File: config.mk
export PLATFORM = sky130hd
export DESIGN_NAME = alu_exec_unit
export DESIGN_NICKNAME = d
export VERILOG_FILES = /design/src/rtl/alu_exec_unit.sv
export SDC_FILE = /design/constraint.sdc
export NUM_CORES = 1
export LEC_CHECK = 0
export ABC_CLOCK_PERIOD_IN_PS = 6250
export CELL_PAD_IN_SITES_DETAIL_PLACEMENT = 0
export CELL_PAD_IN_SITES_GLOBAL_PLACEMENT = 2
export CORE_MARGIN = 2
export CORE_UTILIZATION = 37
export CTS_BUF_LIST = sky130_fd_sc_hd__clkbuf_4 sky130_fd_sc_hd__clkbuf_8
export DETAILED_ROUTE_END_ITERATION = 7
export PLACE_DENSITY = 0.9
export SYNTH_ARGS = -nofsm -noshare
export SYNTH_HDL_FRONTEND = slang
export SYNTH_SLANG_ARGS = --single-unit
File: constraint.sdc
create_clock -name clk -period 6.25 [get_ports clk]
set_input_delay 1.25 -clock clk [delete_from_list [all_inputs] [get_ports clk]]
set_output_delay 1.25 -clock clk [all_outputs]
set_load 0.03 [all_outputs]
File: src/rtl/alu_exec_unit.sv
// Multi-cycle ALU execution unit with an internal register file and latched Z/N/C flags.
// Optional signed-overflow flag V is built only when ALU_OVERFLOW_FLAG_EN is defined.
module alu_exec_unit #(
    parameter int DATA_WIDTH  = 8,
    parameter int NUM_REGS    = 4,
    parameter int EXEC_CYCLES = 2,
    localparam int RW = (NUM_REGS > 1) ? $clog2(NUM_REGS) : 1
) (
    input  logic                  clk,
    input  logic                  reset,
    input  logic                  start_i,
    input  logic [3:0]            op_i,
    input  logic [RW-1:0]         dst_sel_i,
    input  logic [RW-1:0]         src_sel_i,
    input  logic                  load_en_i,
    input  logic [DATA_WIDTH-1:0] load_data_i,
    input  logic [RW-1:0]         rd_sel_i,
    output logic [DATA_WIDTH-1:0] rd_data_o,
    output logic [DATA_WIDTH-1:0] a_out,
    output logic                  busy_o,
    output logic                  done_o,
    output logic                  flag_zero_o,
    output logic                  flag_negative_o,
    output logic                  flag_carry_o,
    output logic                  flag_overflow_o
);
    localparam int CW = (EXEC_CYCLES > 1) ? $clog2(EXEC_CYCLES) : 1;
    localparam logic [CW-1:0] CNT_LAST = CW'(EXEC_CYCLES - 1);
    localparam int MSB = DATA_WIDTH - 1;

    localparam logic [3:0] OP_ADD = 4'd0;
    localparam logic [3:0] OP_ADC = 4'd1;
    localparam logic [3:0] OP_SUB = 4'd2;
    localparam logic [3:0] OP_SBB = 4'd3;
    localparam logic [3:0] OP_AND = 4'd4;
    localparam logic [3:0] OP_OR  = 4'd5;
    localparam logic [3:0] OP_XOR = 4'd6;
    localparam logic [3:0] OP_INC = 4'd7;
    localparam logic [3:0] OP_DEC = 4'd8;
    localparam logic [3:0] OP_CMP = 4'd9;
    localparam logic [3:0] OP_NOT = 4'd10;

    typedef enum logic [1:0] {S_IDLE, S_EXEC, S_LATCH} state_t;

    state_t                  state_q, state_d;
    logic [CW-1:0]           cnt_q, cnt_d;
    logic [3:0]              op_q, op_d;
    logic [RW-1:0]           dst_q, dst_d;
    logic [DATA_WIDTH-1:0]   opa_q, opa_d, opb_q, opb_d;
    logic                    cin_q, cin_d;
    logic [DATA_WIDTH-1:0]   regs_q [NUM_REGS];
    logic [DATA_WIDTH-1:0]   regs_d [NUM_REGS];
    logic                    z_q, z_d, n_q, n_d, c_q, c_d;
    logic                    busy_q, busy_d, done_q, done_d;

    logic [DATA_WIDTH:0]     ext_s;
    logic [DATA_WIDTH-1:0]   alu_r_s;
    logic                    alu_c_s, alu_upd_s, alu_wr_s;

    // Result computed from the operands captured at issue; bit DATA_WIDTH is carry/borrow.
    always_comb begin
        ext_s     = '0;
        alu_upd_s = 1'b1;
        alu_wr_s  = 1'b1;
        case (op_q)
            OP_ADD: ext_s = {1'b0, opa_q} + {1'b0, opb_q};
            OP_ADC: ext_s = {1'b0, opa_q} + {1'b0, opb_q} + {{DATA_WIDTH{1'b0}}, cin_q};
            OP_SUB: ext_s = {1'b0, opa_q} - {1'b0, opb_q};
            OP_SBB: ext_s = {1'b0, opa_q} - {1'b0, opb_q} - {{DATA_WIDTH{1'b0}}, cin_q};
            OP_AND: ext_s = {1'b0, opa_q & opb_q};
            OP_OR:  ext_s = {1'b0, opa_q | opb_q};
            OP_XOR: ext_s = {1'b0, opa_q ^ opb_q};
            OP_INC: ext_s = {1'b0, opa_q} + {{DATA_WIDTH{1'b0}}, 1'b1};
            OP_DEC: ext_s = {1'b0, opa_q} - {{DATA_WIDTH{1'b0}}, 1'b1};
            OP_CMP: begin
                ext_s    = {1'b0, opa_q} - {1'b0, opb_q};
                alu_wr_s = 1'b0;
            end
            OP_NOT: ext_s = {1'b0, ~opa_q};
            default: begin
                alu_upd_s = 1'b0;
                alu_wr_s  = 1'b0;
            end
        endcase
        alu_r_s = ext_s[DATA_WIDTH-1:0];
        alu_c_s = ext_s[DATA_WIDTH];
    end

`ifdef ALU_OVERFLOW_FLAG_EN
    logic v_q, v_d, alu_v_s;

    // Signed overflow: INC/DEC behave as add/sub of +1, logic ops clear V.
    always_comb begin
        case (op_q)
            OP_ADD, OP_ADC:         alu_v_s = (opa_q[MSB] == opb_q[MSB]) && (alu_r_s[MSB] != opa_q[MSB]);
            OP_SUB, OP_SBB, OP_CMP: alu_v_s = (opa_q[MSB] != opb_q[MSB]) && (alu_r_s[MSB] != opa_q[MSB]);
            OP_INC:                 alu_v_s = ~opa_q[MSB] & alu_r_s[MSB];
            OP_DEC:                 alu_v_s = opa_q[MSB] & ~alu_r_s[MSB];
            default:                alu_v_s = 1'b0;
        endcase
    end
`endif

    // Next-state: FSM sequencing, operand capture, immediate load and result latch.
    always_comb begin
        state_d = state_q;
        cnt_d   = cnt_q;
        op_d    = op_q;
        dst_d   = dst_q;
        opa_d   = opa_q;
        opb_d   = opb_q;
        cin_d   = cin_q;
        regs_d  = regs_q;
        z_d     = z_q;
        n_d     = n_q;
        c_d     = c_q;
        done_d  = 1'b0;
`ifdef ALU_OVERFLOW_FLAG_EN
        v_d     = v_q;
`endif
        case (state_q)
            S_IDLE: begin
                if (start_i) begin
                    state_d = S_EXEC;
                    cnt_d   = '0;
                    op_d    = op_i;
                    dst_d   = dst_sel_i;
                    opa_d   = regs_q[dst_sel_i];
                    opb_d   = regs_q[src_sel_i];
                    cin_d   = c_q;
                end else if (load_en_i) begin
                    regs_d[dst_sel_i] = load_data_i;
                    z_d = (load_data_i == '0);
                    n_d = load_data_i[MSB];
                end else begin
                    state_d = S_IDLE;
                end
            end
            S_EXEC: begin
                if (cnt_q == CNT_LAST) begin
                    state_d = S_LATCH;
                end else begin
                    cnt_d = cnt_q + {{(CW-1){1'b0}}, 1'b1};
                end
            end
            S_LATCH: begin
                state_d = S_IDLE;
                done_d  = 1'b1;
                if (alu_upd_s) begin
                    z_d = (alu_r_s == '0);
                    n_d = alu_r_s[MSB];
                    c_d = alu_c_s;
`ifdef ALU_OVERFLOW_FLAG_EN
                    v_d = alu_v_s;
`endif
                    if (alu_wr_s) begin
                        regs_d[dst_q] = alu_r_s;
                    end else begin
                        regs_d[dst_q] = regs_q[dst_q];
                    end
                end else begin
                    z_d = z_q;
                end
            end
            default: state_d = S_IDLE;
        endcase
        busy_d = (state_d != S_IDLE);
    end

    // State, datapath and flag registers with synchronous reset.
    always_ff @(posedge clk) begin
        if (reset) begin
            state_q <= S_IDLE;
            cnt_q   <= '0;
            op_q    <= 4'd0;
            dst_q   <= '0;
            opa_q   <= '0;
            opb_q   <= '0;
            cin_q   <= 1'b0;
            for (int i = 0; i < NUM_REGS; i++) regs_q[i] <= '0;
            z_q     <= 1'b0;
            n_q     <= 1'b0;
            c_q     <= 1'b0;
            busy_q  <= 1'b0;
            done_q  <= 1'b0;
`ifdef ALU_OVERFLOW_FLAG_EN
            v_q     <= 1'b0;
`endif
        end else begin
            state_q <= state_d;
            cnt_q   <= cnt_d;
            op_q    <= op_d;
            dst_q   <= dst_d;
            opa_q   <= opa_d;
            opb_q   <= opb_d;
            cin_q   <= cin_d;
            regs_q  <= regs_d;
            z_q     <= z_d;
            n_q     <= n_d;
            c_q     <= c_d;
            busy_q  <= busy_d;
            done_q  <= done_d;
`ifdef ALU_OVERFLOW_FLAG_EN
            v_q     <= v_d;
`endif
        end
    end

    assign rd_data_o       = regs_q[rd_sel_i];
    assign a_out           = regs_q[0];
    assign busy_o          = busy_q;
    assign done_o          = done_q;
    assign flag_zero_o     = z_q;
    assign flag_negative_o = n_q;
    assign flag_carry_o    = c_q;
`ifdef ALU_OVERFLOW_FLAG_EN
    assign flag_overflow_o = v_q;
`else
    assign flag_overflow_o = 1'b0;
`endif

endmodule

**Word-level counts from Yosys, hierarchy flattened**

Index checks and enable logic that the tools add are counted.
Widths: inputs -> output; s select.

- Add/subtract/negate cells: 7
- Order comparisons: 6
- Equal/unequal tests: 16
- Mux-type cells: 43
- Bitwise logic cells: 8
- Reductions and logical operators: 16

Operators with widths:

| cell | number |
|---|---|
| $mux 32 | 4 |
| $bwmux 32 | 3 |
| $pmux 9 s10 | 1 |
| $mux 8 | 10 |
| $bmux 8 s2 | 4 |
| $pmux 32 s2 | 1 |
| $demux 8 s2 | 2 |
| $eq 4x3->1 const B | 4 |
| $logic_not 8->1 | 2 |
| $eq 4x4->1 const B | 3 |
| $ge 3x3->1 const B | 4 |
| $not 2->3 | 4 |
| $mux 1 | 11 |
| $reduce_or 11->1 | 1 |
| $reduce_or 10->1 | 1 |
| $add 8x1->9 const B | 1 |
| $add 8x8->9 | 1 |
| $add 9x1->9 | 1 |
| $sub 8x1->9 const B | 1 |
| $sub 8x8->9 | 1 |
| $sub 9x1->9 | 1 |
| $and 8x8->8 | 1 |
| $eq 4x2->1 const B | 2 |
| $ne 2x2->1 const B | 4 |
| 18 further kinds | 28 |

- Register bits after elaboration: 63
- Input bits: 22
- Output and inout bits: 22
- Logic and storage cells: 112

**Logic depth before layout (Yosys ltp)**

Gate-level depths: netlist (run 1).

- Word-level depth: 9
- Gate-level depth with buffers: 13
- Depth with buffers taken out: 13

**Worst setup path after synthesis (run 1)**

Ideal clock, no wire load.

- Path kind: input-to-output
- Start point: input port rd_sel_i[0]
- End point: output port rd_data_o[0]
- Arrival: 2.341 ns
- Required time: 5.000 ns
- Slack: 2.659 ns
- Stages on the path: 2
- Path buffers: 1
- Cell sequence: clkbuf_1 > mux4_2

- Longest elaborated chain between the ends: 4

RTL lines:

| element | RTL line | RTL |
|---|---|---|
| start, declared | 17 | `input logic [RW-1:0] rd_sel_i,` |
| $not 2->3 (implied by the code) | 209 | `assign rd_data_o = regs_q[rd_sel_i];` |
| $bmux 8 s2 | 209 |  |
| $mux 8 (implied by the code) (2 in a row) | 209 |  |
| end, declared | 18 | `output logic [DATA_WIDTH-1:0] rd_data_o,` |

No other way between the ends. The select of a mux whose other input is x is not followed.

**Worst setup path in the final report (run 1)**

- Start point: input port rd_sel_i[0]
- End point: output port rd_data_o[4]

The elaborated chain is that of the path after synthesis.

==> results.toml, run 1 <==
[power]
p_total_w = 0.000994
power_frac_comb_pct = 23.3
netSwitchingFraction_pct = 32.5
power_leakage_nw = 2.30
p_clk_share_pct = 32.9
peakVddDrop_v = 0.000108
power_density_nw_per_um2 = 148
internal_power_w = 0.000671
switchingPower_w = 0.000323
power_frac_seq_pct = 43.8

[placement]
hpwl_um = 14700
gp_congestion = 0.919
place_inst = 938
io_buffers = 42
pre_cts_ws_ps = 1610

[global_route]
antenna_found_initial = 0
grt_start_max_net_pins = 40
grt_pass1_vias = 5631
grt_pass1_wl_um = 30900
overflow = 0
grt_util_all_layers_pct = 21.9

[timing]
fin_ws_ps = 1640
finalSetupViolCount = 0
maxSlewViolCount = 0
clock-skew-final_ps = 10.7
holdWs_ps = 470
period_needed_ps = 4610
fin_crit_sh_pct = 73.7
max_freq_mhz = 217
fin_setup_tns_ps = 0
final_hold_viol_count = 0
tightest_slew_ps = 1230
rsz0062_at_grt = "false"
slew_headroom_pct = 17.5

[worst_setup_path]
crit_type = "input pin to output pin"
cp.required_ps = 5000
cp_max_fo = 8
worst_setup_path_start_kind = "input pin"
crit_arrival_ps = 3360
crit_path_end_kind = "output pin"

[logic_synthesis]
syn_area_sq_um = 6110
yosysTopAreaCellShare_pct = 20.6
syn_avg_cell_area_sq_um = 8.37
synth_area_leaders = "dfxtp_1, mux4_2, ha_1"
synth_cell_type_count = 94
netlist_top_cells_count = "nand2_1, dfxtp_1, nor2_1"
synth_nets = 792
ys.flop_type = "dfxtp_1"
synth-edff-count = 0
synth.most_common_cell = "nand2_1"
synth_top_area_cell = "dfxtp_1"
async_reset_ff_share_pct = 0
seq_area_frac_synth_pct = 20.6
syn_inst = 730
synth_seq_cells = 63
yosysWarnings = 0

[route]
drc_errors = 0
viasPerCell = 6.20
vias = 5916
dr.pass1.iters = 5
routedWlPerCell_um = 20.5
detail-route-antenna-nets = 0
dr.first_iter.drc_count = 437
routed_wl_um = 19500

[floorplanning]
die_area_sq_um = 17600
core_area_sq_um = 16000
dieWidth_um = 132
initial_core_util_pct = 38.2
rows = 46
die_y_um = 132
num_io_pins = 44

[clock_tree]
htreeDepth = 3
clk_latency_ps = 350
cts_setup_buffers = 0
cts_root_buffer = "clkbuf_8"
cts.clk_slew.worst_paths_ps = 70
cts_resized = 0
numCtsBuffers = 9
hold_buffers = 0
cts_sinks = 63
tritoncts = "yes"
clk_path_buf_depth = 2

[final_layout]
fill_cells = 1710
finalNonFillerCells = 954
area.growth.synth_to_final_pct = 10.3
final_nets = 795
drive_gt1_share_pct = 11.8
register_area_sq_um = 1260
multiInputGateArea_sq_um = 4420
diodes = 0

[flow_run]
cap_violations = 0

[outcome]
outcome = "finished clean"

[worst_hold_path]
min_path_type = "flop to flop"
## layout make-up
| class | count | share of cell area, % |
|---|---|---|
| clock buffers | 11 | 2.25 |
| clock inverters | 5 | 0.483 |
| inverters | 31 | 1.76 |
| multi-input cells | 577 | 65.5 |
| flip-flops and latches | 63 | 18.7 |
| well taps | 216 | 4.01 |
| repair buffers | 51 | 7.24 |
## state kept, by name, indices dropped and copies added (netlist names)
name and count:
regs_q 24, a_out 8, opa_q 8, opb_q 8, op_q 4, dst_q 2, state_q 2, busy_o 1
cin_q 1, cnt_q 1, done_o 1, flag_carry_o 1, flag_negative_o 1, flag_zero_o 1
## final timing paths
| kind | from | end | slack (ps) | cells after the start |
|---|---|---|---|---|
| max | rd_sel_i[0] | rd_data_o[4] | 1640 | 3 |
| min | cnt_q$_SDFFE_PP0P_ | state_q[1]$_SDFF_PP0_ | 470 | 2 |
| max reg2reg | op_q[3]$_SDFFE_PP0P_ | flag_zero_o$_SDFFE_PP0P_ | 1970 | 11 |
| min reg2reg | cnt_q$_SDFFE_PP0P_ | state_q[1]$_SDFF_PP0_ | 470 | 2 |
## routing by layer
layer | part of all wire, % | track usage, % | vias up
li1 | - | - | 2773
met1 | 43 | 28.9 | 2875
met4 | 2.3 | 7.23 | 0
met3 | 5.9 | 2.18 | 43
met5 | 0 | 0 | -
met2 | 49 | 37.7 | 225
## stage by stage
stage,utilization [%],cell area [sq um]
6_report,42.1,6740
5_1_grt,42.1,6740
4_1_cts,42.1,6740
3_5_place_dp,41.0,6560
3_3_place_gp,41.0,6560
2_1_floorplan,-,6110
## worst max-delay path, cell delays in order
cell	delay (ps)
clkdlybuf4s50_1	890
mux4_2	590
clkdlybuf4s50_1	630
## placed cells by master (no fill, tap or decap), drive strengths merged, types with 6 or more instances in the layout
cell,instances
or2,6
nand3b,7
nor3,18
dfxtp,63
a21oi,42
mux2i,9
clkbuf,11
nor3b,8
nor2b,9
a32oi,15
clkdlybuf4s50,42
nor4,8
ha,37
a211oi,10
inv,31
o31ai,8
a22oi,9
nand2,81
nor2,50
xnor2,14
nand3,9
o21a,7
buf,9
a31oi,21
mux4,31
a22o,8
o211ai,9
nand2b,12
o21ai,45
## power groups by stage
stage / registers [W] / logic (W) / clock network, W
2_1_floorplan: 0.000435 / 0.000167 / 0
3_3_place_gp: 0.000443 / 0.000226 / 0
3_5_place_dp: 0.000444 / 0.000228 / 0
4_1_cts: 0.000435 / 0.000229 / 0.000333
5_1_grt: 0.000438 / 0.000249 / 0.000352
6_report: 0.000436 / 0.000231 / 0.000327
## logic make-up (layout without fill, tap and decap cells)
kind of cell | Yosys count | after routing | share of synthesized area (%)
fa+ha+maj | 40 | 40 | 8.56
other cells | 1 | 1 | 0.0614
xor+xnor | 19 | 19 | 2.72
mux | 43 | 43 | 13.5
flops | 63 | 63 | 20.6
buf+inv | 90 | 98 | 7.05
simple gates | 242 | 242 | 20.5
compound gates | 232 | 232 | 27.0
(Power assumes the default switching activity.)
==> inputs of run 2 (changes only) <==
==> config.mk (replaced) <==
export PLATFORM = sky130hd
export DESIGN_NAME = alu_exec_unit
export DESIGN_NICKNAME = d
export VERILOG_FILES = /design/src/rtl/alu_exec_unit.sv
export SDC_FILE = /design/constraint.sdc
export NUM_CORES = 1
export LEC_CHECK = 0
export ABC_CLOCK_PERIOD_IN_PS = 3950
export CELL_PAD_IN_SITES_DETAIL_PLACEMENT = 0
export CELL_PAD_IN_SITES_GLOBAL_PLACEMENT = 2
export CORE_MARGIN = 2
export CORE_UTILIZATION = 34
export CTS_BUF_LIST = sky130_fd_sc_hd__clkbuf_4 sky130_fd_sc_hd__clkbuf_8
export DETAILED_ROUTE_END_ITERATION = 7
export PLACE_DENSITY = 0.87
export SYNTH_ARGS = -nofsm -noshare
export SYNTH_HDL_FRONTEND = slang
export SYNTH_SLANG_ARGS = --single-unit
==> constraint.sdc (replaced) <==
create_clock -name clk -period 3.95 [get_ports clk]
set_input_delay 0.79 -clock clk [delete_from_list [all_inputs] [get_ports clk]]
set_output_delay 0.79 -clock clk [all_outputs]
set_load 0.03 [all_outputs]
==> run 2 against run 1 <==
Against the previous run: sequential share of layout area is 0.27 points lower; clock power grew 52%; utilization is 3.7 points lower; clock-buffer cell count stayed put; non-clock buffer count rose by 12; final cell count rose by 2.5%; largest power group unchanged; critical path type is now flop to flop; routed wire length grew 3.8%; flip-flop and latch count unchanged; critical path depth increased by 8; critical endpoint is now flag_zero_o$_SDFFE_PP0P_; largest cell class unchanged; worst hold slack got worse by 13 ps; combinational power grew 68%; register-to-register slack worse by 1700 ps.
==> results.toml, run 2 (synthesized netlist as in run 1, its figures left out) <==
[global_route]
overflow = 0
grt_pass1_wl_um = 32200
grt_start_max_net_pins = 39
grt_util_all_layers_pct = 21.0
grt_pass1_vias = 5799
antenna_found_initial = 0

[timing]
fin_ws_ps = 294
max_freq_mhz = 274
fin_setup_tns_ps = 0
maxSlewViolCount = 0
holdWs_ps = 457
final_hold_viol_count = 0
period_needed_ps = 3660
fin_crit_sh_pct = 92.5
slew_headroom_pct = 29.7
tightest_slew_ps = 1050
rsz0062_at_grt = "false"
clock-skew-final_ps = 9.68
finalSetupViolCount = 0

[clock_tree]
cts.clk_slew.worst_paths_ps = 70
cts_sinks = 63
clk_latency_ps = 350
clk_path_buf_depth = 2
hold_buffers = 0
numCtsBuffers = 9
htreeDepth = 3
tritoncts = "yes"
cts_root_buffer = "clkbuf_8"

[worst_setup_path]
crit_arrival_ps = 3930
crit_path_end_kind = "flop"
r2r_cells = 11
reg2reg_to = "flag_zero_o$_SDFFE_PP0P_"
cp.required_ps = 4220
r2r_slack_ps = 290
startpoint = "opa_q[0]$_SDFFE_PP0P_"
crit_type = "flop to flop"
r2r-start = "opa_q[0]$_SDFFE_PP0P_"
cp_max_fo = 7
worst_setup_path_start_kind = "flop"

[final_layout]
final_common_cell = "nand2_1"
mostFrequentLayoutCells = "nand2_1, dfxtp_1, nor2_1"
diodes = 0
drive_gt1_share_pct = 13.4
fill_cells = 1853
multiInputGateArea_sq_um = 4430
final_nets = 807
top_register = "regs_q"
area.growth.synth_to_final_pct = 12.0
register_area_sq_um = 1260
largest_reg_flops = 24
final_core_util_pct = 38.5

[route]
dr_wl_met3_um = 1190
dr.first_iter.drc_count = 563
wl_met1_um = 8770
detail-route-antenna-nets = 0
routed_wl_um = 20300
viasPerCell = 6.18
vias = 6045
met2_length_um = 9750
drc_errors = 0
routedWlPerCell_um = 20.7
dr.pass1.iters = 5
highest_layer = "met4"

[placement]
hpwl_um = 15300
pre_cts_ws_ps = 235
io_buffers = 42
gp_congestion = 0.900

[worst_hold_path]
hp-start = "cnt_q$_SDFFE_PP0P_"
hold_depth = 2
hold-path-endpoint = "state_q[1]$_SDFF_PP0_"
min_path_type = "flop to flop"

[power]
power_leakage_nw = 2.37
peakVddDrop_v = 0.000143
p_total_w = 0.00157
power_density_nw_per_um2 = 229

[floorplanning]
initial_core_util_pct = 34.4
dieWidth_um = 138
rows = 49
die_area_sq_um = 19100
num_io_pins = 44
core_area_sq_um = 17800
die_y_um = 138

[flow_run]
cap_violations = 0

[outcome]
outcome = "finished clean"
==> run 2: worst max-delay path, cell delays in order (launching register included) <==
cell      delay [ps]
dfxtp_1          450
inv_1            140
ha_1             280
fa_1             510
xnor2_1          350
o311ai_0         230
a211oi_2         300
a21boi_0         200
nand3b_1         160
nand4_1          270
or4_1            580
o21ai_1          120
==> run 2: what timing repair did <==
action / 4_1_cts / 5_1_grt
endpoints found under the setup margin: 0 / 4
endpoints found under the hold margin: 0 / 0
setup buffers: 0 / 1
resized for setup: 0 / 2
==> run 2: worst max-delay path by stage <==
stage / to / slack [ps] / cells after the start
after floorplan: flag_zero_o$_SDFFE_PP0P_ / 750 / 13
after global placement: flag_zero_o$_SDFFE_PP0P_ / 330 / 12
after detailed placement: flag_zero_o$_SDFFE_PP0P_ / 230 / 12
after CTS: flag_zero_o$_SDFFE_PP0P_ / 200 / 12
after global routing: flag_zero_o$_SDFFE_PP0P_ / 20 / 12
final: flag_zero_o$_SDFFE_PP0P_ / 290 / 11
==> run 2: metal layers <==
metal | up-vias | track usage, %
met4 | 0 | 7.57
met5 | - | 0
met3 | 53 | 2.63
met2 | 260 | 35.0
met1 | 2927 | 28.0
li1 | 2805 | -
==> run 2: layout make-up <==
class,instances,share of cell area [%]
multi-input cells,577,64.7
flip-flops and latches,63,18.4
repair buffers,63,8.45
well taps,229,4.19
clock buffers,11,2.12
inverters,31,1.74
clock inverters,4,0.329
==> run 2: stage by stage <==
step | cells | area (sq um)
2_1_floorplan | 730 | 6110
3_3_place_gp | 962 | 6650
3_5_place_dp | 962 | 6650
4_1_cts | 977 | 6820
5_1_grt | 978 | 6840
6_report | 978 | 6840
==> run 2: where the power goes <==
part           switching, W  internal (W)  total, W  leakage, nW
clock              0.000252      0.000245  0.000497       0.0884
sequential        0.0000253      0.000655  0.000680        0.511
combinational      0.000234      0.000155  0.000389         1.77
